### src/rtl/pipe_ctrl_pkg.sv
// Shared core definitions for the pipeline controller: state encodings,
// register reset defaults and the per-cycle control word shapes.
package pipe_ctrl_pkg;

  typedef enum logic [1:0] {
    ST_RUN      = 2'd0,
    ST_MEM_WAIT = 2'd1,
    ST_FAULT    = 2'd2,
    ST_RSVD     = 2'd3
  } state_e;

  // dff_set-style reset defaults
  localparam state_e STATE_RST = ST_RUN;
  localparam logic   FAULT_RST = 1'b0;

  // A flush loads a NOP into the target register; a bubble zeroes MEM/WB.
  typedef struct packed {
    logic hold_pc;
    logic stall_if_id;
    logic stall_id_ex;
    logic stall_ex_mem;
    logic flush_if_id;
    logic flush_id_ex;
    logic bubble_mem_wb;
  } ctrl_t;

  localparam ctrl_t CTRL_IDLE     = 7'b000_0000;
  localparam ctrl_t CTRL_MSTALL   = 7'b111_1001;
  localparam ctrl_t CTRL_JUMP     = 7'b000_0110;
  localparam ctrl_t CTRL_LOAD_USE = 7'b110_0010;
  localparam ctrl_t CTRL_CLEAR    = 7'b000_0111;

endpackage

### src/rtl/pipe_ctrl_hazard_detect.sv
// Load-use hazard detect: the load in EX writes a register the ID instruction reads.
module hazard_detect (
  input  logic [4:0] id_rs1_addr_i,
  input  logic [4:0] id_rs2_addr_i,
  input  logic       id_rs1_used_i,
  input  logic       id_rs2_used_i,
  input  logic [4:0] ex_rd_addr_i,
  input  logic       ex_is_load_i,
  output logic       lu_o
);

  logic rs1_hit, rs2_hit;

  assign rs1_hit = id_rs1_used_i && (id_rs1_addr_i == ex_rd_addr_i);
  assign rs2_hit = id_rs2_used_i && (id_rs2_addr_i == ex_rd_addr_i);
  // x0 is never a real dependency
  assign lu_o    = ex_is_load_i && (ex_rd_addr_i != 5'd0) && (rs1_hit || rs2_hit);

endmodule

### src/rtl/pipe_ctrl.sv
// Pipeline stall/flush controller: memory-wait FSM with timeout fault,
// load-use and jump handling, and saturating performance counters.
module pipe_ctrl
  import pipe_ctrl_pkg::*;
#(
  parameter int TIMEOUT_CYCLES = 64,
  parameter int CNT_W          = 32
) (
  input  logic             clk,
  input  logic             rst,
  input  logic [4:0]       id_rs1_addr_i,
  input  logic [4:0]       id_rs2_addr_i,
  input  logic             id_rs1_used_i,
  input  logic             id_rs2_used_i,
  input  logic [4:0]       ex_rd_addr_i,
  input  logic             ex_is_load_i,
  input  logic             ex_jump_i,
  input  logic             mem_req_i,
  input  logic             mem_ready_i,
  input  logic             clear_fault_i,
  output logic             hold_pc_o,
  output logic             stall_if_id_o,
  output logic             stall_id_ex_o,
  output logic             stall_ex_mem_o,
  output logic             flush_if_id_o,
  output logic             flush_id_ex_o,
  output logic             bubble_mem_wb_o,
  output logic [1:0]       state_o,
  output logic             fault_o,
  output logic [CNT_W-1:0] stall_cycles_o,
  output logic [CNT_W-1:0] flush_events_o
);

  state_e           state_q, state_d;
  logic [7:0]       wait_q, wait_d;
  logic             fault_q, fault_d;
  logic [CNT_W-1:0] stall_q, flush_q;
  logic             lu, in_fault, clear_cyc, mstall;
  ctrl_t            ctrl;

  hazard_detect u_hazard (
    .id_rs1_addr_i (id_rs1_addr_i),
    .id_rs2_addr_i (id_rs2_addr_i),
    .id_rs1_used_i (id_rs1_used_i),
    .id_rs2_used_i (id_rs2_used_i),
    .ex_rd_addr_i  (ex_rd_addr_i),
    .ex_is_load_i  (ex_is_load_i),
    .lu_o          (lu)
  );

  assign in_fault  = (state_q == ST_FAULT) || (state_q == ST_RSVD);
  assign clear_cyc = in_fault && clear_fault_i;
  assign mstall    = (mem_req_i && !mem_ready_i) || in_fault;

  always_comb begin
    state_d = state_q;
    wait_d  = wait_q;
    fault_d = fault_q;
    ctrl    = CTRL_IDLE;
    case (state_q)
      ST_RUN: begin
        if (mem_req_i && !mem_ready_i) begin
          state_d = ST_MEM_WAIT;
          wait_d  = 8'd1;
        end
      end
      ST_MEM_WAIT: begin
        // ready or an aborted request both release the wait
        if (!mem_req_i || mem_ready_i) begin
          state_d = ST_RUN;
          wait_d  = '0;
        end else if (wait_q == 8'(TIMEOUT_CYCLES - 1)) begin
          state_d = ST_FAULT;
          fault_d = 1'b1;
        end else begin
          wait_d  = wait_q + 8'd1;
        end
      end
      default: begin
        if (clear_fault_i) begin
          state_d = ST_RUN;
          wait_d  = '0;
          fault_d = 1'b0;
        end
      end
    endcase

    // The clear cycle outranks the fault freeze so stale stages are flushed.
    if (rst)            ctrl = CTRL_IDLE;
    else if (clear_cyc) ctrl = CTRL_CLEAR;
    else if (mstall)    ctrl = CTRL_MSTALL;
    else if (ex_jump_i) ctrl = CTRL_JUMP;
    else if (lu)        ctrl = CTRL_LOAD_USE;
  end

  always_ff @(posedge clk or posedge rst) begin
    if (rst) begin
      state_q <= STATE_RST;
      wait_q  <= '0;
      fault_q <= FAULT_RST;
      stall_q <= '0;
      flush_q <= '0;
    end else begin
      state_q <= state_d;
      wait_q  <= wait_d;
      fault_q <= fault_d;
      if (ctrl.hold_pc && (stall_q != '1))     stall_q <= stall_q + CNT_W'(1);
      if (ctrl.flush_if_id && (flush_q != '1)) flush_q <= flush_q + CNT_W'(1);
    end
  end

  assign hold_pc_o       = ctrl.hold_pc;
  assign stall_if_id_o   = ctrl.stall_if_id;
  assign stall_id_ex_o   = ctrl.stall_id_ex;
  assign stall_ex_mem_o  = ctrl.stall_ex_mem;
  assign flush_if_id_o   = ctrl.flush_if_id;
  assign flush_id_ex_o   = ctrl.flush_id_ex;
  assign bubble_mem_wb_o = ctrl.bubble_mem_wb;
  assign state_o         = state_q;
  assign fault_o         = fault_q;
  assign stall_cycles_o  = stall_q;
  assign flush_events_o  = flush_q;

endmodule

### config.mk
export PLATFORM = sky130hd
export DESIGN_NAME = pipe_ctrl
export DESIGN_NICKNAME = d
export VERILOG_FILES = /design/src/rtl/pipe_ctrl_pkg.sv /design/src/rtl/pipe_ctrl_hazard_detect.sv /design/src/rtl/pipe_ctrl.sv
export SDC_FILE = /design/constraint.sdc
export NUM_CORES = 1
export LEC_CHECK = 0
export BUFFER_PORTS_ARGS = -buffer_cell sky130_fd_sc_hd__buf_4
export CAP_MARGIN = 40
export CORE_MARGIN = 2
export CORE_UTILIZATION = 40
export CTS_CLUSTER_DIAMETER = 30
export DETAILED_ROUTE_END_ITERATION = 7
export HOLD_SLACK_MARGIN = 0.1
export PLACE_DENSITY = 0.69
export RECOVER_POWER = 100
export SETUP_SLACK_MARGIN = 0.02
export SYNTH_ARGS = -nofsm -noshare
export SYNTH_HDL_FRONTEND = slang
export SYNTH_HIERARCHICAL = 1
export SYNTH_SLANG_ARGS = --single-unit
### constraint.sdc
create_clock -name clk -period 7.6 [get_ports clk]
set_clock_uncertainty 0.15 [all_clocks]
set_input_delay 1.14 -clock clk [delete_from_list [all_inputs] [get_ports clk]]
set_output_delay 1.14 -clock clk [all_outputs]
set_load 0.02 [all_outputs]
After elaboration in Yosys (flattened, before gate mapping)
Cells that the tools add are included.
{"block": "word_totals", "elab_cells": 62, "register_bits": 75}
{"block": "classes", "bitwise_logic": 1, "add_sub_neg": 3, "n_eq_ne": 13, "n_reduce_logical": 21, "mux": 19}
{"operator": "$add A32 B1 Y32 const B", "n": 2}
{"operator": "$ne A32 B32 Y1 const B", "n": 2}
{"operator": "$mux W7", "n": 5}
{"operator": "$mux W8", "n": 4}
{"operator": "$pmux W8 S2", "n": 1}
{"operator": "$eq A5 B5 Y1", "n": 2}
{"operator": "$add A8 B1 Y8 const B", "n": 1}
{"operator": "$eq A8 B6 Y1 const B", "n": 1}
{"operator": "$logic_and A1 B1 Y1", "n": 8}
{"operator": "$mux W2", "n": 4}
{"operator": "$ne A2 B2 Y1 const B", "n": 3}
{"operator": "$ne A3 B3 Y1 const B", "n": 2}
{"operator": "$reduce_and A3 Y1", "n": 2}
{"operator": "$reduce_bool A5 Y1", "n": 1}
{"operator": "$eq A2 B2 Y1 const B", "n": 2}
{"operator": "$logic_or A1 B1 Y1", "n": 4}
{"operator": "$pmux W2 S2", "n": 1}
{"operator": "$reduce_and A4 Y1", "n": 1}
{"operator": "$mux W1", "n": 3}
{"operator": "$reduce_bool A3 Y1", "n": 1}
{"operator": "$eq A2 B1 Y1 const B", "n": 1}
{"operator": "$logic_not A1 Y1", "n": 2}
{"operator": "$logic_not A2 Y1", "n": 1}
{"operator": "$pmux W1 S2", "n": 1}
{"operator": "2 further kinds", "n": 2}

Depth between registers and ports, before layout
{"block": "logic_depth", "ltp_word": 10, "mapped_depth": 10, "mapped_depth_nobuf": 9}

Cells and area by module
The synthesis kept the hierarchy.
{"module": "pipe_ctrl", "instances": 1, "cells_per_inst": 367, "area_each_um2": 3857.4}
{"module": "hazard_detect", "instances": 1, "cells_per_inst": 17, "area_each_um2": 133.9}

Worst setup path before layout
No wires, ideal clock.
{"block": "synth_timing", "path_type": "input to output", "start": "in rst", "end": "out flush_id_ex_o", "t_required_ns": 6.310, "path_buffers": 0, "path_slack_ns": 3.182, "path_stages": 2, "arrival_time_ns": 3.128, "path_cell_list": "inv_1 > a31o_2"}
{"block": "synth_between", "elab_chain_cells": 1}
{"element": "start, declared", "line_no": "pipe_ctrl.sv:10", "source": "input logic rst,"}
{"element": "$mux W7", "line_no": "pipe_ctrl.sv:89", "source": "if (rst) ctrl = CTRL_IDLE;"}
{"element": "end, declared", "line_no": "pipe_ctrl.sv:26", "source": "output logic flush_id_ex_o,"}
Every way passes these cells.

==> results.sh <==
export IMPL_yosys_warnings=6
export IMPL_preCtsSetupSlack_ps=3040
export IMPL_port_buffer_count=97
export IMPL_cts_tree="yes"
export IMPL_slew_viol_final=82
export IMPL_syn_cell_area_sq_um=3990
export IMPL_grt_max_degree=62
export IMPL_cts_hold_buffers=0
export IMPL_layout_drive_gt1_share_pct=8.42
export IMPL_path_max_fanout=61
export IMPL_drc=0
export IMPL_r2r_start="flush_events_o[1]$_DFFE_PP0P_"
export IMPL_syn2layout_area_growth_pct=16.2
export IMPL_clockBufferDepth=2
export IMPL_fin_area_sq_um=4640
export IMPL_ys_top_cells_by_area="dfrtp_1, xor2_1, xnor2_1, nand4_1, nand3_1"
export IMPL_cap_violations=2
export IMPL_fin_crit_sh_pct=63.1
export IMPL_tns_ps=0
export IMPL_cts_resized=0
export IMPL_hp_class="flip-flop to flip-flop"
export IMPL_violations="max-capacitance violations, max-slew violations"
export IMPL_ant_nets=0
export IMPL_syn_inst=384
export IMPL_layout_commonest_cell="clkbuf_1"
export IMPL_ys_types=48
export IMPL_most_common_layout_cells="clkbuf_1, dfrtp_1, xor2_1, xnor2_1, nand4_1"
export IMPL_cts_sinks=75
export IMPL_worst_slack_ps=2810
export IMPL_arrival_ps=4370
export IMPL_die_y_um=104
export IMPL_min_period_ps=4790
export IMPL_status="complete, but fails checks"
export IMPL_finalHoldViolations=0
export IMPL_synth_area_leader_cell="dfrtp_1"
export IMPL_cts_setup_buffers=0
export IMPL_synth_edf_count=0
export IMPL_grtUsageTotal_pct=17.2
export IMPL_firstDrtPassIters=4
export IMPL_ys_flop_type="dfrtp_1"
export IMPL_cts_buffers=9
export IMPL_vdd_ir_drop_max_mv=0.158
export IMPL_rr_worst_depth=7
export IMPL_die_w_um=104
export IMPL_clock_fmax_mhz=209
export IMPL_cp_start_kind="input pin"
export IMPL_root_buffer="clkbuf_8"
export IMPL_place_area_sq_um=4840
export IMPL_worstHoldStart="flush_events_o[5]$_DFFE_PP0P_"
export IMPL_die_area_sq_um=10800
export IMPL_antenna_cells=0
export IMPL_max_slew_worst_pin_slew_ps=3210
export IMPL_avgSynthCellArea_sq_um=10.4
export IMPL_nets=510
export IMPL_rows=36
export IMPL_hold_path_end="flush_events_o[5]$_DFFE_PP0P_"
export IMPL_hold_depth=1
export IMPL_path_class="input pin to asynchronous set/reset pin"
export IMPL_setup_viol=0
export IMPL_insertion_delay_ps=340
export IMPL_leakage_nw=1.97
export IMPL_dp_hpwl_um=6700
export IMPL_drtIter0Drc=139
export IMPL_regToRegSetupSlack_ps=4360
export IMPL_wirelength_um=9120
export IMPL_r2r_end="flush_events_o[1]$_DFFE_PP0P_"
export IMPL_grt_overflow_total=0
export IMPL_viasPerCell=5.35
export IMPL_synth_top_cell_area_share_pct=47.0
export IMPL_grt_pass1_wl_um=15400
export IMPL_required_ps=7180
export IMPL_initial_core_util_pct=41.0
export IMPL_rsz0062_at_grt="no"
export IMPL_io_pins=98
export IMPL_core_sq_um=9730
export IMPL_wl_per_cell_um=14.7
export IMPL_vias=3315
export IMPL_ys_seq_area_share_pct=47.0
export IMPL_grt_pass1_vias=3250
export IMPL_cts_max_level=3
export IMPL_pwr_density_cell_nw_per_um2=207
export IMPL_gp_congestion=0.864
export IMPL_slew_headroom_pct=-114
export IMPL_synth_ff_latch_count=75
export IMPL_synth_async_reset_ratio_pct=100
export IMPL_antenna_found_initial=0
export IMPL_clkTransAtPathRegs_ps=80
export IMPL_endpoint_kind="asynchronous set/reset pin"
export IMPL_power_mw=0.958
export IMPL_syn_num_nets=411
==> cells by family (layout without fill, tap and decap cells) <==
logic type               after synthesis  after routing  share of synthesized area [%]
AND/OR/NAND/NOR                      184            184                           27.4
flip-flops                            75             75                           47.0
XOR/XNOR                              73             73                           16.0
AO/OA/AOI/OAI                         26             26                           4.70
buffers and inverters                 20            123                           3.07
adder cells (fa/ha/maj)                3              3                          0.941
multiplexers                           3              3                          0.846
==> worst max path at each step <==
stage,slack [ps],depth (start not counted),from,to
floorplan,3180,2,rst,flush_id_ex_o
global placement,3130,8,ex_rd_addr_i[0],hold_pc_o
detailed placement,3040,8,ex_rd_addr_i[0],hold_pc_o
CTS,3040,8,ex_rd_addr_i[0],hold_pc_o
global route,1930,4,rst,stall_cycles_o[7]$_DFFE_PP0P_
finish,2810,4,rst,stall_cycles_o[1]$_DFFE_PP0P_
==> power breakdown <==
part           internal [mW]  total (mW)  switching, mW
combinational         0.0558       0.164          0.108
sequential             0.434       0.486         0.0522
clock                  0.167       0.308          0.141
total                  0.657       0.958          0.302
==> registers in the layout (all words and copies together), names as in the netlist <==
signal          cells
state_o             2
wait_q              8
flush_events_o     32
fault_o             1
stall_cycles_o     32
==> critical path, cell delays in order <==
cell and delay [ps]:
clkbuf_1 180, clkinv_1 100, clkbuf_1 590, clkbuf_1 2330
==> metal layers <==
layer	GRT usage (%)	vias up	routed length (um)
met5	0	-	0
met4	6.27	0	136
met3	4.20	14	513
met2	28.1	98	4290
met1	22.3	1617	4170
li1	-	1586	-
==> metrics by stage <==
step           hold slack, ps  cells  utilization, %
2_1_floorplan             314    384               -
3_3_place_gp              327    604            49.5
3_5_place_dp              329    605            49.8
4_1_cts                   344    620            51.9
5_1_grt                   355    620            47.7
6_report                  336    620            47.7
==> cells in the mapped netlist (3+ instances only) <==
master,number
and2_1,3
nor3_2,7
buf_4,3
nand3_1,29
nand4_1,31
dfrtp_1,75
xor2_1,39
and3_1,11
o21ai_0,9
nand2_1,28
nor3_1,15
buf_6,4
nor4_1,13
nor2_1,18
buf_2,5
xnor2_1,34
nor4_2,4
and4_1,6
inv_1,8
ha_1,3
==> area by class of cell <==
cell class | instances | area [sq um]
clock buffers | 11 | 151
repair buffers | 100 | 450
inverters | 8 | 30.0
well taps | 133 | 166
multi-input cells | 289 | 1910
flip-flops and latches | 75 | 1880
clock inverters | 4 | 50.0
fillers | 992 | 5090
Power figures use the tool's default switching activity.
